===== src/rtl/cp0_unit_if.sv =====
// CP0 bus between the M stage and coprocessor 0: mfc0/mtc0 access, exception
// reporting and the flush/redirect controls returned to the pipeline.
interface cp0_unit_if;
  logic [4:0]  A1;
  logic [4:0]  A2;
  logic [31:0] DIn;
  logic        WE;
  logic [31:0] M_pc;
  logic        M_BD;
  logic [4:0]  M_ExcCode;
  logic        M_eret;
  logic [5:0]  HWInt;
  logic [31:0] DOut;
  logic        IntReq;
  logic        EXLClr;
  logic [31:0] EPC;

  modport master (
    output A1, A2, DIn, WE, M_pc, M_BD, M_ExcCode, M_eret, HWInt,
    input  DOut, IntReq, EXLClr, EPC
  );

  modport slave (
    input  A1, A2, DIn, WE, M_pc, M_BD, M_ExcCode, M_eret, HWInt,
    output DOut, IntReq, EXLClr, EPC
  );
endinterface


===== src/rtl/cp0_unit.sv =====
// Coprocessor 0: SR/Cause/EPC/PRId registers, interrupt and exception
// arbitration, and the IntReq/EXLClr flush controls for the pipeline.
module cp0_unit #(
  parameter logic [31:0] PRID = 32'h2021_1129
) (
  input  logic       clk,
  input  logic       reset,
  cp0_unit_if.slave  bus
);
  localparam int unsigned DW        = 32;
  localparam logic [4:0]  ADDR_SR   = 5'd12;
  localparam logic [4:0]  ADDR_CAUSE = 5'd13;
  localparam logic [4:0]  ADDR_EPC  = 5'd14;
  localparam logic [4:0]  ADDR_PRID = 5'd15;
  localparam logic [DW-1:0] SR_WMASK   = 32'h0000_FC01;
  localparam logic [DW-1:0] ALIGN_MASK = 32'hFFFF_FFFC;

  // EXL doubles as the handler state
  typedef enum logic {ST_NORMAL = 1'b0, ST_IN_HANDLER = 1'b1} state_t;

  state_t        r_state;
  logic [DW-1:0] r_sr;       // IM and IE only; EXL lives in r_state
  logic          r_bd;
  logic [5:0]    r_ip;
  logic [4:0]    r_exccode;
  logic [DW-1:0] r_epc;

  logic          w_exl;
  logic          w_int;
  logic          w_exc;
  logic          w_intreq;
  logic          w_exlclr;
  logic [DW-1:0] w_pc_al;
  logic [DW-1:0] w_epc_cap;
  logic [DW-1:0] w_sr_rd;
  logic [DW-1:0] w_cause_rd;

  assign w_exl     = (r_state == ST_IN_HANDLER);
  assign w_int     = (|(bus.HWInt & r_sr[15:10])) & r_sr[0] & ~w_exl;
  assign w_exc     = (bus.M_ExcCode != 5'd0) & ~w_exl;
  assign w_intreq  = w_int | w_exc;
  assign w_exlclr  = bus.M_eret & ~w_intreq;
  assign w_pc_al   = bus.M_pc & ALIGN_MASK;
  assign w_epc_cap = bus.M_BD ? (w_pc_al - DW'(4)) : w_pc_al;

  assign w_sr_rd    = r_sr | {30'd0, w_exl, 1'b0};
  assign w_cause_rd = {r_bd, 15'd0, r_ip, 3'd0, r_exccode, 2'b00};

  assign bus.IntReq = w_intreq;
  assign bus.EXLClr = w_exlclr;
  assign bus.EPC    = r_epc;

  // Read port sees pre-edge state; no write bypass
  always_comb begin
    bus.DOut = '0;
    case (bus.A1)
      ADDR_SR:    bus.DOut = w_sr_rd;
      ADDR_CAUSE: bus.DOut = w_cause_rd;
      ADDR_EPC:   bus.DOut = r_epc;
      ADDR_PRID:  bus.DOut = PRID;
      default:    bus.DOut = '0;
    endcase
  end

  always_ff @(posedge clk or negedge reset) begin
    if (!reset) begin
      r_state   <= ST_NORMAL;
      r_sr      <= '0;
      r_bd      <= 1'b0;
      r_ip      <= '0;
      r_exccode <= '0;
      r_epc     <= '0;
    end else begin
      r_ip <= bus.HWInt;
      if (w_intreq) begin
        // Flushed instruction: any concurrent mtc0 is dropped
        r_state   <= ST_IN_HANDLER;
        r_bd      <= bus.M_BD;
        r_exccode <= w_int ? 5'd0 : bus.M_ExcCode;
        r_epc     <= w_epc_cap;
      end else begin
        if (bus.WE && (bus.A2 == ADDR_SR)) begin
          r_sr    <= bus.DIn & SR_WMASK;
          r_state <= bus.DIn[1] ? ST_IN_HANDLER : ST_NORMAL;
        end
        if (bus.WE && (bus.A2 == ADDR_EPC)) begin
          r_epc <= bus.DIn & ALIGN_MASK;
        end
        // eret overrides an mtc0 to EXL in the same cycle
        if (w_exlclr) begin
          r_state <= ST_NORMAL;
        end
      end
    end
  end
endmodule


===== src/flat_wrapper.sv =====
// flat-port wrapper written by rule: the top's interface ports become plain ports
module cp0_unit_flat 
#(
  parameter logic [31:0] PRID = 32'h2021_1129
)
  (clk, reset, bus_A1, bus_A2, bus_DIn, bus_WE, bus_M_pc, bus_M_BD, bus_M_ExcCode, bus_M_eret, bus_HWInt, bus_DOut, bus_IntReq, bus_EXLClr, bus_EPC);
  cp0_unit_if bus_i ();
  input  logic clk;
  input  logic reset;
  input wire logic [$bits(bus_i.A1)-1:0] bus_A1;
  input wire logic [$bits(bus_i.A2)-1:0] bus_A2;
  input wire logic [$bits(bus_i.DIn)-1:0] bus_DIn;
  input wire logic [$bits(bus_i.WE)-1:0] bus_WE;
  input wire logic [$bits(bus_i.M_pc)-1:0] bus_M_pc;
  input wire logic [$bits(bus_i.M_BD)-1:0] bus_M_BD;
  input wire logic [$bits(bus_i.M_ExcCode)-1:0] bus_M_ExcCode;
  input wire logic [$bits(bus_i.M_eret)-1:0] bus_M_eret;
  input wire logic [$bits(bus_i.HWInt)-1:0] bus_HWInt;
  output wire logic [$bits(bus_i.DOut)-1:0] bus_DOut;
  output wire logic [$bits(bus_i.IntReq)-1:0] bus_IntReq;
  output wire logic [$bits(bus_i.EXLClr)-1:0] bus_EXLClr;
  output wire logic [$bits(bus_i.EPC)-1:0] bus_EPC;
  assign bus_i.A1 = bus_A1;
  assign bus_i.A2 = bus_A2;
  assign bus_i.DIn = bus_DIn;
  assign bus_i.WE = bus_WE;
  assign bus_i.M_pc = bus_M_pc;
  assign bus_i.M_BD = bus_M_BD;
  assign bus_i.M_ExcCode = bus_M_ExcCode;
  assign bus_i.M_eret = bus_M_eret;
  assign bus_i.HWInt = bus_HWInt;
  assign bus_DOut = bus_i.DOut;
  assign bus_IntReq = bus_i.IntReq;
  assign bus_EXLClr = bus_i.EXLClr;
  assign bus_EPC = bus_i.EPC;
  cp0_unit #(.PRID(PRID)) u_core (.clk(clk), .reset(reset), .bus(bus_i));
endmodule

===== config.mk =====
export PLATFORM = sky130hd
export DESIGN_NAME = cp0_unit_flat
export DESIGN_NICKNAME = d
export VERILOG_FILES = /design/src/rtl/cp0_unit_if.sv /design/src/rtl/cp0_unit.sv /design/src/flat_wrapper.sv
export SDC_FILE = /design/constraint.sdc
export NUM_CORES = 1
export LEC_CHECK = 0
export ABC_AREA = 1
export CAP_MARGIN = 30
export CELL_PAD_IN_SITES_DETAIL_PLACEMENT = 1
export CELL_PAD_IN_SITES_GLOBAL_PLACEMENT = 1
export CORE_ASPECT_RATIO = 1.4
export CORE_UTILIZATION = 29
export CTS_BUF_LIST = sky130_fd_sc_hd__clkbuf_16
export DETAILED_ROUTE_END_ITERATION = 16
export PLACE_DENSITY_LB_ADDON = 0.12
export SETUP_SLACK_MARGIN = 0.05
export SYNTH_ARGS = -nofsm -noshare
export SYNTH_HDL_FRONTEND = slang
export SYNTH_SLANG_ARGS = --single-unit
export TNS_END_PERCENT = 20

===== constraint.sdc =====
create_clock -name clk -period 1.9 [get_ports clk]
set_input_delay 0.285 -clock clk [delete_from_list [all_inputs] [get_ports clk]]
set_output_delay 0.285 -clock clk [all_outputs]
set_load 0.1 [all_outputs]

Word level (Yosys, flattened, before mapping)
Cells that the tools add are included.
{ "totals": {"output_inout_bits": 66, "input_bits": 90, "wordCells": 38, "register_bits": 52} }
{ "classes": {"n_reduce_logical": 7, "n_bitwise": 9, "eq_ne": 6, "muxes": 9, "addsub": 1} }
{ "ops": {"columns": ["op", "n"], "rows": [
  ["$pmux W32 S4", 1],
  ["$mux W32", 3],
  ["$sub A32 B3 Y32 const B", 1],
  ["$eq A5 B4 Y1 const B", 6],
  ["$or A16 B2 Y16", 1],
  ["$and A6 B6 Y6", 1],
  ["$reduce_or A6 Y1", 1],
  ["$mux W5", 1],
  ["$reduce_bool A5 Y1", 1],
  ["$and A1 B1 Y1", 4],
  ["$mux W1", 4],
  ["$reduce_bool A3 Y1", 1],
  ["$logic_and A1 B1 Y1", 2],
  ["$not A1 Y1", 2],
  ["$reduce_and A2 Y1", 1],
  ["$reduce_bool A2 Y1", 1],
  ["$or A1 B1 Y1", 1]
]} }

Logic depth before layout (Yosys ltp)
Gate-level depths: netlist of the first run.
{ "depth": {"word_depth": 9, "ltp_mapped": 12, "depth_no_buf": 12} }

Worst setup path after synthesis of the first run
No wires, ideal clock.
{ "synth_path": {"path_type": "input -> output", "from": "input port bus_A1[3]", "to": "output port bus_DOut[0]", "path_buffers": 0, "path_stages": 4, "arrival_time_ns": 2.726, "t_required_ns": 1.615, "slack_ns": -1.111, "path_cell_list": "nand2_1 > nor2_1 > nand2_1 > o21ai_0"} }
{ "synth_between": {"elab_chain_len": 2, "elab_cells_between_ends": 5, "classes_between": "4 x eq/ne; 1 x mux"} }
{ "synth_lines": {"columns": ["item", "line_no", "source"], "rows": [
  ["from (decl)", "flat_wrapper.sv:10", "input wire logic [$bits(bus_i.A1)-1:0] bus_A1;"],
  ["$eq A5 B4 Y1", "cp0_unit.sv:56", "case (bus.A1)"],
  ["$pmux W32 S4 (*)", "cp0_unit.sv:56", null],
  ["to (decl)", "flat_wrapper.sv:19", "output wire logic [$bits(bus_i.DOut)-1:0] bus_DOut;"]
]} }
Every way passes the cells marked *; elsewhere a longest branch is shown, timed or not.

Worst setup path after layout of the first run
{ "layout_path": {"from": "input port bus_M_ExcCode[3]", "to": "output port bus_EXLClr"} }
{ "layout_between": {"elab_chain_len": 5} }
{ "layout_lines": {"columns": ["item", "line_no", "source"], "rows": [
  ["from (decl)", "flat_wrapper.sv:16", "input wire logic [$bits(bus_i.M_ExcCode)-1:0] bus_M_ExcCode;"],
  ["$reduce_bool A5 Y1", "cp0_unit.sv:40", "assign w_exc = (bus.M_ExcCode != 5'd0) & ~w_exl;"],
  ["$and A1 B1 Y1", "cp0_unit.sv:40", null],
  ["$or A1 B1 Y1", "cp0_unit.sv:41", "assign w_intreq = w_int | w_exc;"],
  ["$not A1 Y1", "cp0_unit.sv:42", "assign w_exlclr = bus.M_eret & ~w_intreq;"],
  ["$and A1 B1 Y1", "cp0_unit.sv:42", null],
  ["to (decl)", "flat_wrapper.sv:21", "output wire logic [$bits(bus_i.EXLClr)-1:0] bus_EXLClr;"]
]} }
No other way between the ends.

==> flow_summary.rst, run 1 <==
.. list-table::
   :header-rows: 1

   * - Metric
     - Value
   * - Data arrival at the endpoint of the critical path
     - 1550 ps
   * - Endpoint with the worst hold slack
     - u_core.r_ip[2]
   * - Final Hold Violating Endpoints
     - 0
   * - Psw
     - 5.42 mW
   * - Worst min path class
     - primary input to flip-flop
   * - Detailed placement HPWL
     - 12600 microns
   * - Area share of the leading cell type in the synthesized netlist
     - 0.340
   * - First DRT Iteration DRCs
     - 90
   * - Critical path startpoint category
     - primary input
   * - FF-to-FF End
     - u_core.bus.EPC[19]
   * - Final setup vio count
     - 0
   * - Total count of max-transition violations in the final report
     - 0
   * - Final critical-path setup slack
     - 63.6 ps
   * - Synth Area per Inst
     - 6.52 sq um
   * - Final cycle utilization of the critical path
     - 0.967
   * - CTS buffer count
     - 5
   * - Part of the total power dissipated in the clock network
     - 0.099
   * - Time the worst path needs with I/O delays and setup
     - 1840 ps
   * - Number of synthesized flops with an enable pin
     - 0
   * - Routed wire length
     - 15200 microns
   * - Number of distinct library cell variants in the gate-level netlist after synthesis
     - 38
   * - Hold depth
     - 1
   * - Worst slack, placed
     - -350 ps
   * - Count of buffers from port buffering
     - 151
   * - Maximum achievable frequency
     - 545 MHz
   * - Critical path's top delay family
     - buffers and inverters
   * - Number of DRC violations after detailed routing
     - 0
   * - Main flop type after synthesis
     - sky130_fd_sc_hd__dfrtp_1
   * - Number of levels in the clock H-tree
     - 2
   * - Most frequent cell after synthesis
     - sky130_fd_sc_hd__nand2_1
   * - Nets
     - 868
   * - Worst R2R Setup Slack
     - 140 ps
   * - Synthesis-to-layout area growth
     - 78.6%
   * - Core Area
     - 0.0124 sq mm
   * - Overall track demand over capacity in global routing
     - 0.236
   * - Ys async rst share
     - 1.00
   * - Ant. Diodes
     - 0
   * - Initial DRT Pass Iterations
     - 4
   * - Via Count
     - 4356
   * - Maximum number of pins on one net before global-route repair
     - 51
   * - Count of nets left with antenna violations after detail routing
     - 0
   * - Number of global-route vias before repair
     - 4682
   * - Worst reg2reg startpoint
     - u_core.r_sr[10]
   * - Total power per unit cell area
     - 1400 mW/mm^2
   * - Insertion delay to the later sink of the worst-skew pair
     - 290 ps
   * - Cell count of the worst reg-to-reg path
     - 12
   * - Floorplan die area
     - 0.0131 sq mm
   * - Post-synthesis sequential area ratio
     - 0.340
   * - Worst path cell trace
     - clkdlybuf4s50_1, nor2_1, nand2_1, o21ai_4, nand2_8, nor2_4, buf_12
   * - Top-level port count
     - 156
   * - Vias per inst
     - 4.69
   * - Endpoint class of the critical path
     - output pin
   * - Global-route wire length before repair
     - 24200 microns
   * - Post-synthesis register bit count
     - 50
   * - Required time at the worst-slack endpoint
     - 1620 ps
   * - Total Negative Setup Slacks
     - 0 ps
   * - CTS Buffer Depth
     - 2
   * - Post-Syn Instances
     - 564
   * - Top post-synthesis cells by area
     - sky130_fd_sc_hd__dfrtp_1 (34%), sky130_fd_sc_hd__nand2_1 (19%), sky130_fd_sc_hd__inv_1 (8.5%)
   * - Initial cell density of the core
     - 0.297
   * - TritonCTS clock tree
     - built
   * - Static power due to leakage
     - 3.21 nW
   * - Number of antenna violations at the first check in global routing
     - 0
   * - Instance count after placement with tap cells included
     - 913
   * - Placer's final routability congestion estimate
     - 0.872
   * - Highest net fanout along the worst path
     - 3
   * - Top cell type by total area after synthesis
     - sky130_fd_sc_hd__dfrtp_1
   * - Fraction of final layout cells sized beyond drive strength 1
     - 0.279
   * - Cell internal pwr
     - 3.78 mW
   * - Syn Std Cell Area
     - 0.00368 sq mm
   * - Height of the chip
     - 135 microns
   * - Synth cell count leaders
     - sky130_fd_sc_hd__nand2_1 (187), sky130_fd_sc_hd__inv_1 (83), sky130_fd_sc_hd__nor2_1 (74)
   * - Slowest cell delay on critical path
     - 440 ps
   * - Switching Fraction
     - 0.589
   * - Max stage delay cell, worst path
     - sky130_fd_sc_hd__clkdlybuf4s50_1
   * - Die W
     - 97.2 microns
   * - Number of standard-cell rows in the floorplan
     - 48
   * - Combinational Power Share
     - 0.692
   * - Worst clock skew
     - 3.73 ps
   * - YS warnings
     - 0
   * - Root cell of the clock tree
     - sky130_fd_sc_hd__clkbuf_16
   * - Routed length per instance
     - 16.4 microns
   * - Worst-path clk slew
     - 70 ps
   * - Worst min-delay path startpoint
     - bus_HWInt[2]
   * - Total gr overflow
     - 0
   * - Critical setup path kind
     - primary input to output pin
   * - Largest vdd supply drop
     - 0.000654 V
   * - Buffers and inverters on the worst path
     - 2
   * - Portion of total power attributed to sequential cells
     - 0.209
   * - Worst-case hold slack
     - 156 ps
   * - Result of the run
     - finished, final reports clean
   * - Number of clock sinks
     - 50
   * - Number of max-capacitance violations reported
     - 0
   * - Unrepaired setup endpoints after global routing
     - yes
   * - Post-Layout Cell Count
     - 928
-- flip-flops by register name (all words and copies together), names as in the netlist --
register / flops
u_core.r_bd: 1
u_core.bus.EPC: 30
u_core.r_ip: 6
u_core.r_state: 1
u_core.r_exccode: 5
u_core.r_sr: 7
-- final cells by class --
| type | count | area (sq um) |
|---|---|---|
| Timing Repair Buffer | 222 | 2390 |
| Inverter | 89 | 347 |
| Clock buffer | 5 | 125 |
| Multi-Input combinational cell | 409 | 2250 |
| Tap cell | 150 | 188 |
| Fill cell | 1549 | 5800 |
| Sequential cell | 50 | 1250 |
| Clock inverter | 3 | 25.0 |
-- per-layer routing --
metal  vias to the layer above  GRT usage  wire length (microns)
li1                       2155          -                      -
met1                      2093      0.263                   6040
met2                        94      0.468                   8500
met3                        14     0.0212                    395
met4                         0     0.0680                    289
met5                         -          0                      0
-- worst max path at each step --
stage	slack [ps]	startpoint	to	depth (start not counted)
finish	60	bus_M_ExcCode[3]	bus_EXLClr	7
global route	-10	bus_M_pc[2]	u_core.bus.EPC[26]	12
CTS	4	u_core.r_sr[10]	bus_EXLClr	8
detailed placement	-350	bus_A1[3]	bus_DOut[12]	8
global placement	-280	bus_M_pc[13]	u_core.bus.EPC[27]	11
floorplan	-450	bus_A1[3]	bus_DOut[11]	4
-- cell usage in the layout (no fill, tap or decap), types with 3 or more instances in the layout --
master | synthesis | routed
sky130_fd_sc_hd__buf_4 | 6 | 93
sky130_fd_sc_hd__nand3_1 | 30 | 28
sky130_fd_sc_hd__clkbuf_16 | 0 | 6
sky130_fd_sc_hd__nand2_2 | 3 | 4
sky130_fd_sc_hd__o21ai_1 | 14 | 15
sky130_fd_sc_hd__nor2_2 | 7 | 24
sky130_fd_sc_hd__nor3_1 | 4 | 4
sky130_fd_sc_hd__clkdlybuf4s50_1 | 0 | 76
sky130_fd_sc_hd__o21ai_0 | 36 | 32
sky130_fd_sc_hd__nor2_1 | 74 | 51
sky130_fd_sc_hd__dfrtp_1 | 50 | 50
sky130_fd_sc_hd__inv_1 | 83 | 82
sky130_fd_sc_hd__nand4_1 | 6 | 6
sky130_fd_sc_hd__dlymetal6s2s_1 | 0 | 3
sky130_fd_sc_hd__nand2_4 | 2 | 4
sky130_fd_sc_hd__dlygate4sd2_1 | 0 | 7
sky130_fd_sc_hd__nor2_4 | 5 | 11
sky130_fd_sc_hd__buf_12 | 0 | 39
sky130_fd_sc_hd__o211ai_1 | 3 | 3
sky130_fd_sc_hd__nand2_1 | 187 | 182
sky130_fd_sc_hd__o221ai_4 | 0 | 4
sky130_fd_sc_hd__inv_2 | 3 | 3
sky130_fd_sc_hd__xor2_1 | 15 | 15
-- stage by stage --
step / cell area (sq um) / power [mW] / util
6_report: 6570 / 9.20 / 0.531
5_1_grt: 6570 / 9.66 / 0.531
4_1_cts: 6490 / 9.21 / 0.525
3_5_place_dp: 6190 / 8.09 / 0.500
3_3_place_gp: 6190 / 7.93 / 0.500
2_1_floorplan: 3820 / 6.18 / -
-- cells by family (layout without fill, tap and decap cells) --
group	after synthesis	after routing	share of synthesized area
other	1	2	0.00102
buffers and inverters	106	319	0.126
adders and majority gates	1	1	0.00340
xor gates and xnor gates	16	16	0.0381
DFF	50	50	0.340
AOI/OAI and AO/OA	63	63	0.0955
and+or+nand+nor	327	327	0.395
-- power by group through the flow --
| stage | clock network, mW | registers, mW | logic (mW) |
|---|---|---|---|
| floorplan | 0 | 4.20 | 1.98 |
| global placement | 0 | 1.90 | 6.04 |
| detailed placement | 0 | 1.93 | 6.16 |
| CTS | 0.946 | 1.92 | 6.34 |
| global route | 0.971 | 1.98 | 6.72 |
| finish | 0.915 | 1.92 | 6.36 |
-- timing repair --
item,CTS,global route
gates cloned,0,0
resized for setup,30,14
hold endpoints to repair,50,0
hold buffers,1,0
buffers inserted,3,3
pin swaps,9,6
setup endpoints to repair,35,30
No activity file was read; power rests on OpenSTA's default activity.
==> inputs of run 2 (changes only) <==
--- a/config.mk
+++ b/config.mk
@@ -13,6 +13,7 @@
 export CORE_UTILIZATION = 29
 export CTS_BUF_LIST = sky130_fd_sc_hd__clkbuf_16
 export DETAILED_ROUTE_END_ITERATION = 16
+export GPL_TIMING_DRIVEN = 0
 export PLACE_DENSITY_LB_ADDON = 0.12
 export SETUP_SLACK_MARGIN = 0.05
 export SYNTH_ARGS = -nofsm -noshare
==> flow_summary.rst, run 2 (synthesized netlist as in run 1, its figures left out) <==
.. list-table::
   :header-rows: 1

   * - Metric
     - Value
   * - Result of the run
     - finished, violations left
   * - Violations in the final reports
     - negative setup slack
   * - Buffers and inverters on the worst path
     - 4
   * - Routed wire length
     - 15600 microns
   * - Maximum achievable frequency
     - 480 MHz
   * - Routed length per instance
     - 17.5 microns
   * - Data arrival at the endpoint of the critical path
     - 1800 ps
   * - Count of nets left with antenna violations after detail routing
     - 0
   * - Headroom to the max-slew limit
     - 0.345
   * - Final setup vio count
     - 2
   * - Worst-case hold slack
     - 137 ps
   * - First DRT Iteration DRCs
     - 94
   * - Number of clock sinks
     - 50
   * - Instance count after placement with tap cells included
     - 866
   * - Core Area
     - 0.0124 sq mm
   * - Worst-path clk slew
     - 70 ps
   * - Initial DRT Pass Iterations
     - 4
   * - Total count of max-transition violations in the final report
     - 0
   * - Worst min-delay path startpoint
     - bus_HWInt[1]
   * - Worst path cell trace
     - clkdlybuf4s50_1, nor2_1, nand2_1, o21ai_4, nand2_8, buf_8, buf_12, nor2_4, buf_12
   * - Most common cell after layout, fill and taps aside
     - sky130_fd_sc_hd__nand2_1
   * - Worst R2R Setup Slack
     - 140 ps
   * - Number of levels in the clock H-tree
     - 2
   * - Worst min path class
     - primary input to flip-flop
   * - Insertion delay to the later sink of the worst-skew pair
     - 300 ps
   * - Static power due to leakage
     - 2.94 nW
   * - FF-to-FF End
     - u_core.bus.EPC[25]
   * - Worst slack, placed
     - -1510 ps
   * - Top-level port count
     - 156
   * - Post-Layout Cell Count
     - 888
   * - Initial cell density of the core
     - 0.297
   * - Tightest Pin Transition
     - 986 ps
   * - Post-route cell area
     - 0.00592 sq mm
   * - Global-route wire length before repair
     - 24100 microns
   * - Top library cells by usage in the layout, fill and taps aside
     - sky130_fd_sc_hd__nand2_1 (180), sky130_fd_sc_hd__inv_1 (82), sky130_fd_sc_hd__clkdlybuf4s50_1 (75)
   * - Total gr overflow
     - 0
   * - Vias per inst
     - 4.73
   * - Via Count
     - 4202
   * - Nets
     - 828
   * - Critical path's top delay family
     - buffers and inverters
   * - Maximum number of pins on one net before global-route repair
     - 38
   * - Number of max-capacitance violations reported
     - 0
   * - Hold depth
     - 1
   * - Floorplan die area
     - 0.0131 sq mm
   * - Number of antenna violations at the first check in global routing
     - 0
   * - Placed cell areas
     - 0.00552 sq mm
   * - Endpoint with the worst hold slack
     - u_core.r_ip[1]
   * - Die W
     - 97.2 microns
   * - CTS buffer count
     - 5
   * - Number of global-route vias before repair
     - 4534
   * - Total power per unit cell area
     - 1510 mW/mm^2
   * - Count of buffers from port buffering
     - 150
   * - CTS Buffer Depth
     - 2
   * - Final Hold Violating Endpoints
     - 0
   * - Max stage delay cell, worst path
     - sky130_fd_sc_hd__clkdlybuf4s50_1
   * - Ant. Diodes
     - 0
   * - Critical setup path kind
     - primary input to output pin
   * - Highest net fanout along the worst path
     - 6
   * - Largest vdd supply drop
     - 0.000544 V
   * - Endpoint class of the critical path
     - output pin
   * - Final core utilization
     - 0.479
   * - Flip-flop count of the largest register, all copies and words added
     - 30
   * - Number of standard-cell rows in the floorplan
     - 48
   * - Total Negative Setup Slacks
     - -347 ps
   * - Placer's final routability congestion estimate
     - 0.867
   * - Most prevalent standard cell on the critical path
     - sky130_fd_sc_hd__buf_12
   * - Final cycle utilization of the critical path
     - 1.10
   * - Required time at the worst-slack endpoint
     - 1620 ps
   * - Critical path startpoint category
     - primary input
   * - Root cell of the clock tree
     - sky130_fd_sc_hd__clkbuf_16
   * - Slowest cell delay on critical path
     - 440 ps
   * - Worst reg2reg startpoint
     - u_core.r_sr[11]
   * - Time the worst path needs with I/O delays and setup
     - 2080 ps
   * - Synthesis-to-layout area growth
     - 61.0%
   * - Cell count of the worst reg-to-reg path
     - 13
   * - Detailed placement HPWL
     - 12600 microns
   * - Fraction of final layout cells sized beyond drive strength 1
     - 0.221
   * - Overall track demand over capacity in global routing
     - 0.236
   * - Worst clock skew
     - 7.34 ps
   * - Unrepaired setup endpoints after global routing
     - yes
   * - TritonCTS clock tree
     - built
   * - Number of DRC violations after detailed routing
     - 0
   * - Final Total Pwr
     - 8.96 mW
   * - Final critical-path setup slack
     - -185 ps
   * - Height of the chip
     - 135 microns
## run 2: worst max path at each step
stage / start / end / slack (ps) / cells after the start
floorplan: bus_A1[3] / bus_DOut[11] / -450 / 4
global placement: bus_A1[3] / bus_DOut[5] / -1470 / 7
detailed placement: bus_A1[3] / bus_DOut[5] / -1510 / 7
CTS: bus_HWInt[0] / bus_EXLClr / -230 / 11
global route: bus_M_ExcCode[3] / bus_EXLClr / -240 / 9
finish: bus_M_ExcCode[2] / bus_EXLClr / -180 / 9
## run 2: area by class of cell
cell class              instances  area, sq um
fillers                      1577         6450
repair buffers                165         1620
flip-flops and latches         50         1250
well taps                     150          188
inverters                      89          349
plain buffers                  17          174
clock inverters                 3         21.3
multi-input cells             409         2200
clock buffers                   5          125
## run 2: report_power, final
| group | switching [mW] | internal [mW] | leakage [nW] |
|---|---|---|---|
| Combinational | 4.63 | 1.53 | 2.30 |
| Clock | 0.436 | 0.490 | 0.0698 |
| Sequential | 0.329 | 1.55 | 0.574 |
| Total | 5.39 | 3.57 | 2.94 |
## run 2: per-layer routing
layer,up-vias,share of wire,track usage
li1,2073,-,-
met1,2015,0.39,0.259
met2,99,0.56,0.477
met3,15,0.028,0.0232
met4,0,0.017,0.0589
met5,-,0,0
## run 2: timing repair
action	CTS	global route
pin swaps	1	9
gates resized for setup	297	48
endpoints found under the setup margin	78	42
hold buffers	1	0
setup buffers	2	11
hold endpoints to repair	13	0
